===== config.mk =====
export PLATFORM = sky130hd
export DESIGN_NAME = enemy_run_anim_ctrl
export DESIGN_NICKNAME = d
export VERILOG_FILES = /design/src/rtl/enemy_run_anim_ctrl.sv
export SDC_FILE = /design/constraint.sdc
export NUM_CORES = 1
export LEC_CHECK = 0
export CORE_ASPECT_RATIO = 1.75
export CORE_MARGIN = 4
export CORE_UTILIZATION = 45
export DETAILED_ROUTE_END_ITERATION = 8
export PLACE_DENSITY_LB_ADDON = 0.08
export SLEW_MARGIN = 20
export SYNTH_ARGS = -nofsm -noshare
export SYNTH_HDL_FRONTEND = slang
export SYNTH_SLANG_ARGS = --single-unit

===== constraint.sdc =====
create_clock -name Clk -period 10.6 [get_ports Clk]
set_input_delay 1.06 -clock Clk [delete_from_list [all_inputs] [get_ports Clk]]
set_output_delay 1.06 -clock Clk [all_outputs]
set_load 0.03 [all_outputs]

===== src/rtl/enemy_run_anim_ctrl.sv =====
// enemy_run_anim_ctrl: run-animation / hit-flash / death sequencer for one
// enemy sprite, plus the scan-position to sprite-ROM address pipeline.
module enemy_run_anim_ctrl #(
    parameter int unsigned SPR_W       = 32,
    parameter int unsigned SPR_H       = 32,
    parameter int unsigned N_FRAMES    = 3,
    parameter int unsigned FRAME_TICKS = 8,
    parameter int unsigned HIT_TICKS   = 32,
    parameter int unsigned ADDR_W      = 12,
    localparam int unsigned FRAME_W    = (N_FRAMES > 1) ? $clog2(N_FRAMES) : 1
) (
    input  logic              Clk,
    input  logic              Reset,
    input  logic              frame_start,
    input  logic              run,
    input  logic              hit,
    input  logic              respawn,
    input  logic              facing_left,
    input  logic [9:0]        pos_x,
    input  logic [9:0]        pos_y,
    input  logic [9:0]        DrawX,
    input  logic [9:0]        DrawY,
    output logic [ADDR_W-1:0] rom_addr,
    input  logic [2:0]        rom_index,
    output logic [2:0]        pal_index,
    output logic              sprite_on,
    output logic [FRAME_W-1:0] anim_frame,
    output logic              dead
);

    localparam int unsigned TICK_W     = (FRAME_TICKS > 1) ? $clog2(FRAME_TICKS) : 1;
    localparam int unsigned HIT_W      = (HIT_TICKS > 8) ? $clog2(HIT_TICKS) : 3;
    localparam int unsigned CALC_W     = 32;
    localparam int unsigned FRAME_SIZE = SPR_W * SPR_H;

    localparam logic [TICK_W-1:0]  TICK_LAST  = TICK_W'(FRAME_TICKS - 1);
    localparam logic [HIT_W-1:0]   HIT_LAST   = HIT_W'(HIT_TICKS - 1);
    localparam logic [FRAME_W-1:0] FRAME_LAST = FRAME_W'(N_FRAMES - 1);

    typedef enum logic [1:0] {
        IDLE = 2'd0,
        RUN  = 2'd1,
        HIT  = 2'd2,
        DEAD = 2'd3
    } state_t;

    state_t              state;
    state_t              state_next;
    logic [FRAME_W-1:0]  anim_next;
    logic [TICK_W-1:0]   tick_cnt;
    logic [TICK_W-1:0]   tick_next;
    logic [HIT_W-1:0]    hit_cnt;
    logic [HIT_W-1:0]    hit_next;
    logic                visible;

    logic [10:0]         x_lo;
    logic [10:0]         x_hi;
    logic [10:0]         y_lo;
    logic [10:0]         y_hi;
    logic [10:0]         px;
    logic [10:0]         py;
    logic                inbox;
    logic [9:0]          rx;
    logic [9:0]          ry;
    logic [9:0]          rx_m;
    logic [CALC_W-1:0]   addr_full;

    logic                inbox_d1;
    logic                inbox_d2;
    logic                visible_d1;
    logic                visible_d2;

    // Next-state, counter and visibility logic; respawn overrides everything
    always_comb begin
        state_next = state;
        anim_next  = anim_frame;
        tick_next  = tick_cnt;
        hit_next   = hit_cnt;
        visible    = 1'b0;

        unique case (state)
            IDLE: begin
                visible   = 1'b1;
                anim_next = '0;
                tick_next = '0;
                if (hit) begin
                    state_next = HIT;
                    hit_next   = '0;
                end else if (run) begin
                    state_next = RUN;
                end
            end
            RUN: begin
                visible = 1'b1;
                if (hit) begin
                    // Freeze the frame; the tick counter does not advance
                    state_next = HIT;
                    hit_next   = '0;
                end else if (!run) begin
                    state_next = IDLE;
                    anim_next  = '0;
                    tick_next  = '0;
                end else if (frame_start) begin
                    if (tick_cnt == TICK_LAST) begin
                        tick_next = '0;
                        anim_next = (anim_frame == FRAME_LAST) ? '0
                                  : anim_frame + FRAME_W'(1);
                    end else begin
                        tick_next = tick_cnt + TICK_W'(1);
                    end
                end
            end
            HIT: begin
                // Blink: hidden for hit_cnt values with bit 2 set
                visible = ~hit_cnt[2];
                if (frame_start) begin
                    if (hit_cnt == HIT_LAST) begin
                        state_next = DEAD;
                        hit_next   = '0;
                    end else begin
                        hit_next = hit_cnt + HIT_W'(1);
                    end
                end
            end
            DEAD: begin
                visible = 1'b0;
            end
            default: begin
                state_next = IDLE;
            end
        endcase

        if (respawn) begin
            state_next = IDLE;
            anim_next  = '0;
            tick_next  = '0;
            hit_next   = '0;
        end
    end

    // State, animation and counter registers; dead tracks the next state
    always_ff @(posedge Clk) begin
        if (Reset) begin
            state      <= IDLE;
            anim_frame <= '0;
            tick_cnt   <= '0;
            hit_cnt    <= '0;
            dead       <= 1'b0;
        end else begin
            state      <= state_next;
            anim_frame <= anim_next;
            tick_cnt   <= tick_next;
            hit_cnt    <= hit_next;
            dead       <= (state_next == DEAD);
        end
    end

    // Box test in 11 bits so pos + size never wraps, then mirrored address
    always_comb begin
        px        = 11'(DrawX);
        py        = 11'(DrawY);
        x_lo      = 11'(pos_x);
        y_lo      = 11'(pos_y);
        x_hi      = 11'(pos_x) + 11'(SPR_W);
        y_hi      = 11'(pos_y) + 11'(SPR_H);
        inbox     = (px >= x_lo) && (px < x_hi) && (py >= y_lo) && (py < y_hi);
        rx        = DrawX - pos_x;
        ry        = DrawY - pos_y;
        rx_m      = facing_left ? (10'(SPR_W - 1) - rx) : rx;
        addr_full = CALC_W'(anim_frame) * CALC_W'(FRAME_SIZE)
                  + CALC_W'(ry) * CALC_W'(SPR_W)
                  + CALC_W'(rx_m);
    end

    // Two-stage pixel pipeline aligning box/visibility flags with ROM data
    always_ff @(posedge Clk) begin
        if (Reset) begin
            rom_addr   <= '0;
            inbox_d1   <= 1'b0;
            inbox_d2   <= 1'b0;
            visible_d1 <= 1'b0;
            visible_d2 <= 1'b0;
        end else begin
            rom_addr   <= ADDR_W'(addr_full);
            inbox_d1   <= inbox;
            inbox_d2   <= inbox_d1;
            visible_d1 <= visible;
            visible_d2 <= visible_d1;
        end
    end

    // Index 0 is the transparent key colour
    assign pal_index = rom_index;
    assign sprite_on = inbox_d2 && visible_d2 && (rom_index != 3'd0);

endmodule


==> flow_summary.toml <==
[timing]
grt_setup_unrepaired = "no"
fmax_mhz = 215.5
whs_ns = 0.4443
setup_viol = 0
finalCritPeriodShare_pct = 43.77
final.setup.tns_ns = 0
hold_violations = 0
maxSlewHeadroom_pct = 52.90
finalMaxSlewViolations = 0
finClkSkew_ns = 0.004437
tightest_slew_ns = 0.7043
finalCriticalPeriod_ns = 4.640

[cells_and_area]
nets = 487
fillers = 557
drive_above_1_share_pct = 5.371
register_area_um2 = 580.6
antenna_cells = 0
final_common_cell = "clkdlybuf4s50_1"
layout_common_cells = "clkdlybuf4s50_1, ha_1, inv_1"
multiInputGateArea_um2 = 1916
syn2layout_area_growth_pct = 31.83

[global_routing]
grt_max_degree = 18
antenna_found_initial = 0
grt_remaining_overflow = 0
grt_pass1_vias = 2407
grt_use_total_pct = 17.47
grt_pass1_wl_mm = 10.05

[clock_tree]
path_clk_slew_ns = 0.07
clockRootBuffer = "clkbuf_8"
cts_post_setup_buffers_inserted = 0
cts_tree = "yes"
htreeDepth = 2
cts_buffers = 5
clkLatencyLatePin_ns = 0.28
ctsResizeCount = 0
clock_sinks = 29
hold_buffers = 0
clockBufferDepth = 2

[drt]
top_layer_used = "met4"
drc_errors = 0
antenna_left = 0
wl_met2_mm = 3.554
vias = 2440
wl_met3_um = 201
drt_wl_total_mm = 6.016
wl_met1_mm = 2.144
drtPass1Iterations = 4
detail_route.vias_per_cell = 5.225
wl_per_cell_um = 12.88
drtIter0Drc = 77

[worst_setup_path]
crit_buf_inv = 3
regToRegSetupSlack_ns = 8.69
r2r_start = "hit_cnt[0]"
crit_path_end_kind = "flop"
cp.required_ns = 10.81
crit_fanout = 6
startpoint = "pos_x[5]"
critPathLaunchType = "input port"
slowest_stage = "clkdlybuf4s50_1"
slowest_delay_ns = 0.52
worstPathCellList = "clkdlybuf4s50_1, inv_1, ha_1, and3_1, a2111oi_0, nand2_1, inv_1, ha_1, nand2_1, o21ai_0, fa_1, a21oi_1, o21bai_1, a21o_1, a21oi_1, xnor3_1, nor2_1"
cp.arrival_ns = 4.85
critPathTopFamily = "compound AO/OA/AOI/OAI gates"
critPathKind = "input port to flop"

[power]
ir_worst_vdd_uv = 58.92
power_frac_comb_pct = 47.0
p_sw_w = 0.0001606
power_frac_clock_pct = 25.1
p_leak_nw = 1.565
cellPowerDensity_nw_per_um2 = 129.9
pwr-share-seq_pct = 27.9
p_sw_share_pct = 35.13
p_int_w = 0.0002966

[logic_synthesis]
synth_ff_type = "dfxtp_1"
ys_async_sr_fraction_pct = 0
synth_edf_count = 0
synth_fp_nets = 419
ys_seq_area_share_pct = 21.75
synth_cell_types = 53
synth_cells = 322
synth-seq-cells = 29
avgSynthCellArea_um2 = 8.288
syn_area_um2 = 2669
yosys_warnings = 0

[die]
die_w_um = 66.22
fp.coreArea_um2 = 5675
rows = 36
num_io_pins = 69
initial_utilization_pct = 47.02
fp.dieArea_um2 = 7275
die_y_um = 109.9

[flow_run]
max_cap_violations = 0

[worst_hold_path]
min_path_type = "flop to flop"
hp-start = "visible_d1"

[placed_design]
dp_hpwl_mm = 5.257
io_buffers = 68
gp_congestion = 0.7997

[outcome]
status = "completed"
## metal layers
metal / GRT usage, % / vias to the layer above
li1: - / 1260
met1: 17.04 / 1123
met2: 35.11 / 46
met3: 2.249 / 11
met4: 7.267 / 0
met5: 0 / -
## power groups by stage
stage          clock network [W]  registers [W]  logic, W
6_report                0.000115       0.000128  0.000215
3_5_place_dp                   0       0.000130  0.000217
5_1_grt                 0.000123       0.000129  0.000240
4_1_cts                 0.000118       0.000128  0.000218
3_3_place_gp                   0       0.000130  0.000215
2_1_floorplan                  0       0.000155  0.000120
## sequential cells by signal, indices dropped and copies added (netlist names)
signal / cells
state: 2
visible_d1: 1
tick_cnt: 3
visible_d2: 1
anim_frame: 2
dead: 1
rom_addr: 12
inbox_d1: 1
hit_cnt: 5
inbox_d2: 1
## Yosys cell counts, types with 2 or more instances
cell        n  area share (%)
a21oi_1    26             4.9
clkbuf_1    3            0.42
and3_4      2            0.84
o2111ai_1   2            0.66
nor3_1      6             1.1
nand2_1    14             2.0
a211oi_1    2            0.56
fa_1        3             2.3
o21ai_0    10             1.9
nand3b_1    2            0.56
nor2b_1    12             2.8
o21bai_1    3            0.84
a21oi_2     2            0.66
or3_1       2            0.47
o211ai_1    3            0.84
a21o_1      7             2.0
nor4_1      3            0.70
and3_1      5             1.2
xnor2_1    21             6.9
o21a_1      5             1.4
inv_2       2            0.28
nand3_1     8             1.5
nand2b_1    6             1.4
ha_1       44              21
buf_4       4             1.1
xor2_1      6             2.0
o41ai_2     2             1.2
a31oi_1     2            0.47
dfxtp_1    29              22
inv_1      33             4.6
nor2_1     30             4.2
or2_2       2            0.47
## through the flow
step / cells / util [%] / cell area, um2 / setup WS [ns] / total power, W
2_1_floorplan: 322 / - / 2669 / 6.492 / 0.0002753
3_3_place_gp: 459 / 59.96 / 3403 / 5.769 / 0.0003448
3_5_place_dp: 459 / 59.96 / 3403 / 5.682 / 0.0003478
4_1_cts: 467 / 61.99 / 3518 / 5.969 / 0.0004643
5_1_grt: 467 / 61.99 / 3518 / 5.567 / 0.0004918
6_report: 467 / 61.99 / 3518 / 5.960 / 0.0004572
## kinds of logic after synthesis
family | Yosys count | synth area share [%]
xor+xnor | 28 | 9.705
fa+ha+maj | 47 | 22.88
mux | 1 | 0.3751
simple gates | 98 | 18.99
buf+inv | 42 | 6.470
flops | 29 | 21.75
compound gates | 77 | 19.83
## layout make-up
class | count | share of cell area (%)
clock buffers | 5 | 1.956
clock inverters | 3 | 1.316
inverters | 35 | 3.734
multi-input cells | 251 | 54.45
flip-flops and latches | 29 | 16.50
well taps | 76 | 2.703
repair buffers | 68 | 19.35
## final timing paths
kind	end	cells past startpoint
setup / recovery	rom_addr[11]	17
hold / removal	visible_d2	1
setup reg to reg	hit_cnt[2]	7
hold reg to reg	visible_d2	1
(Power assumes the default switching activity.)
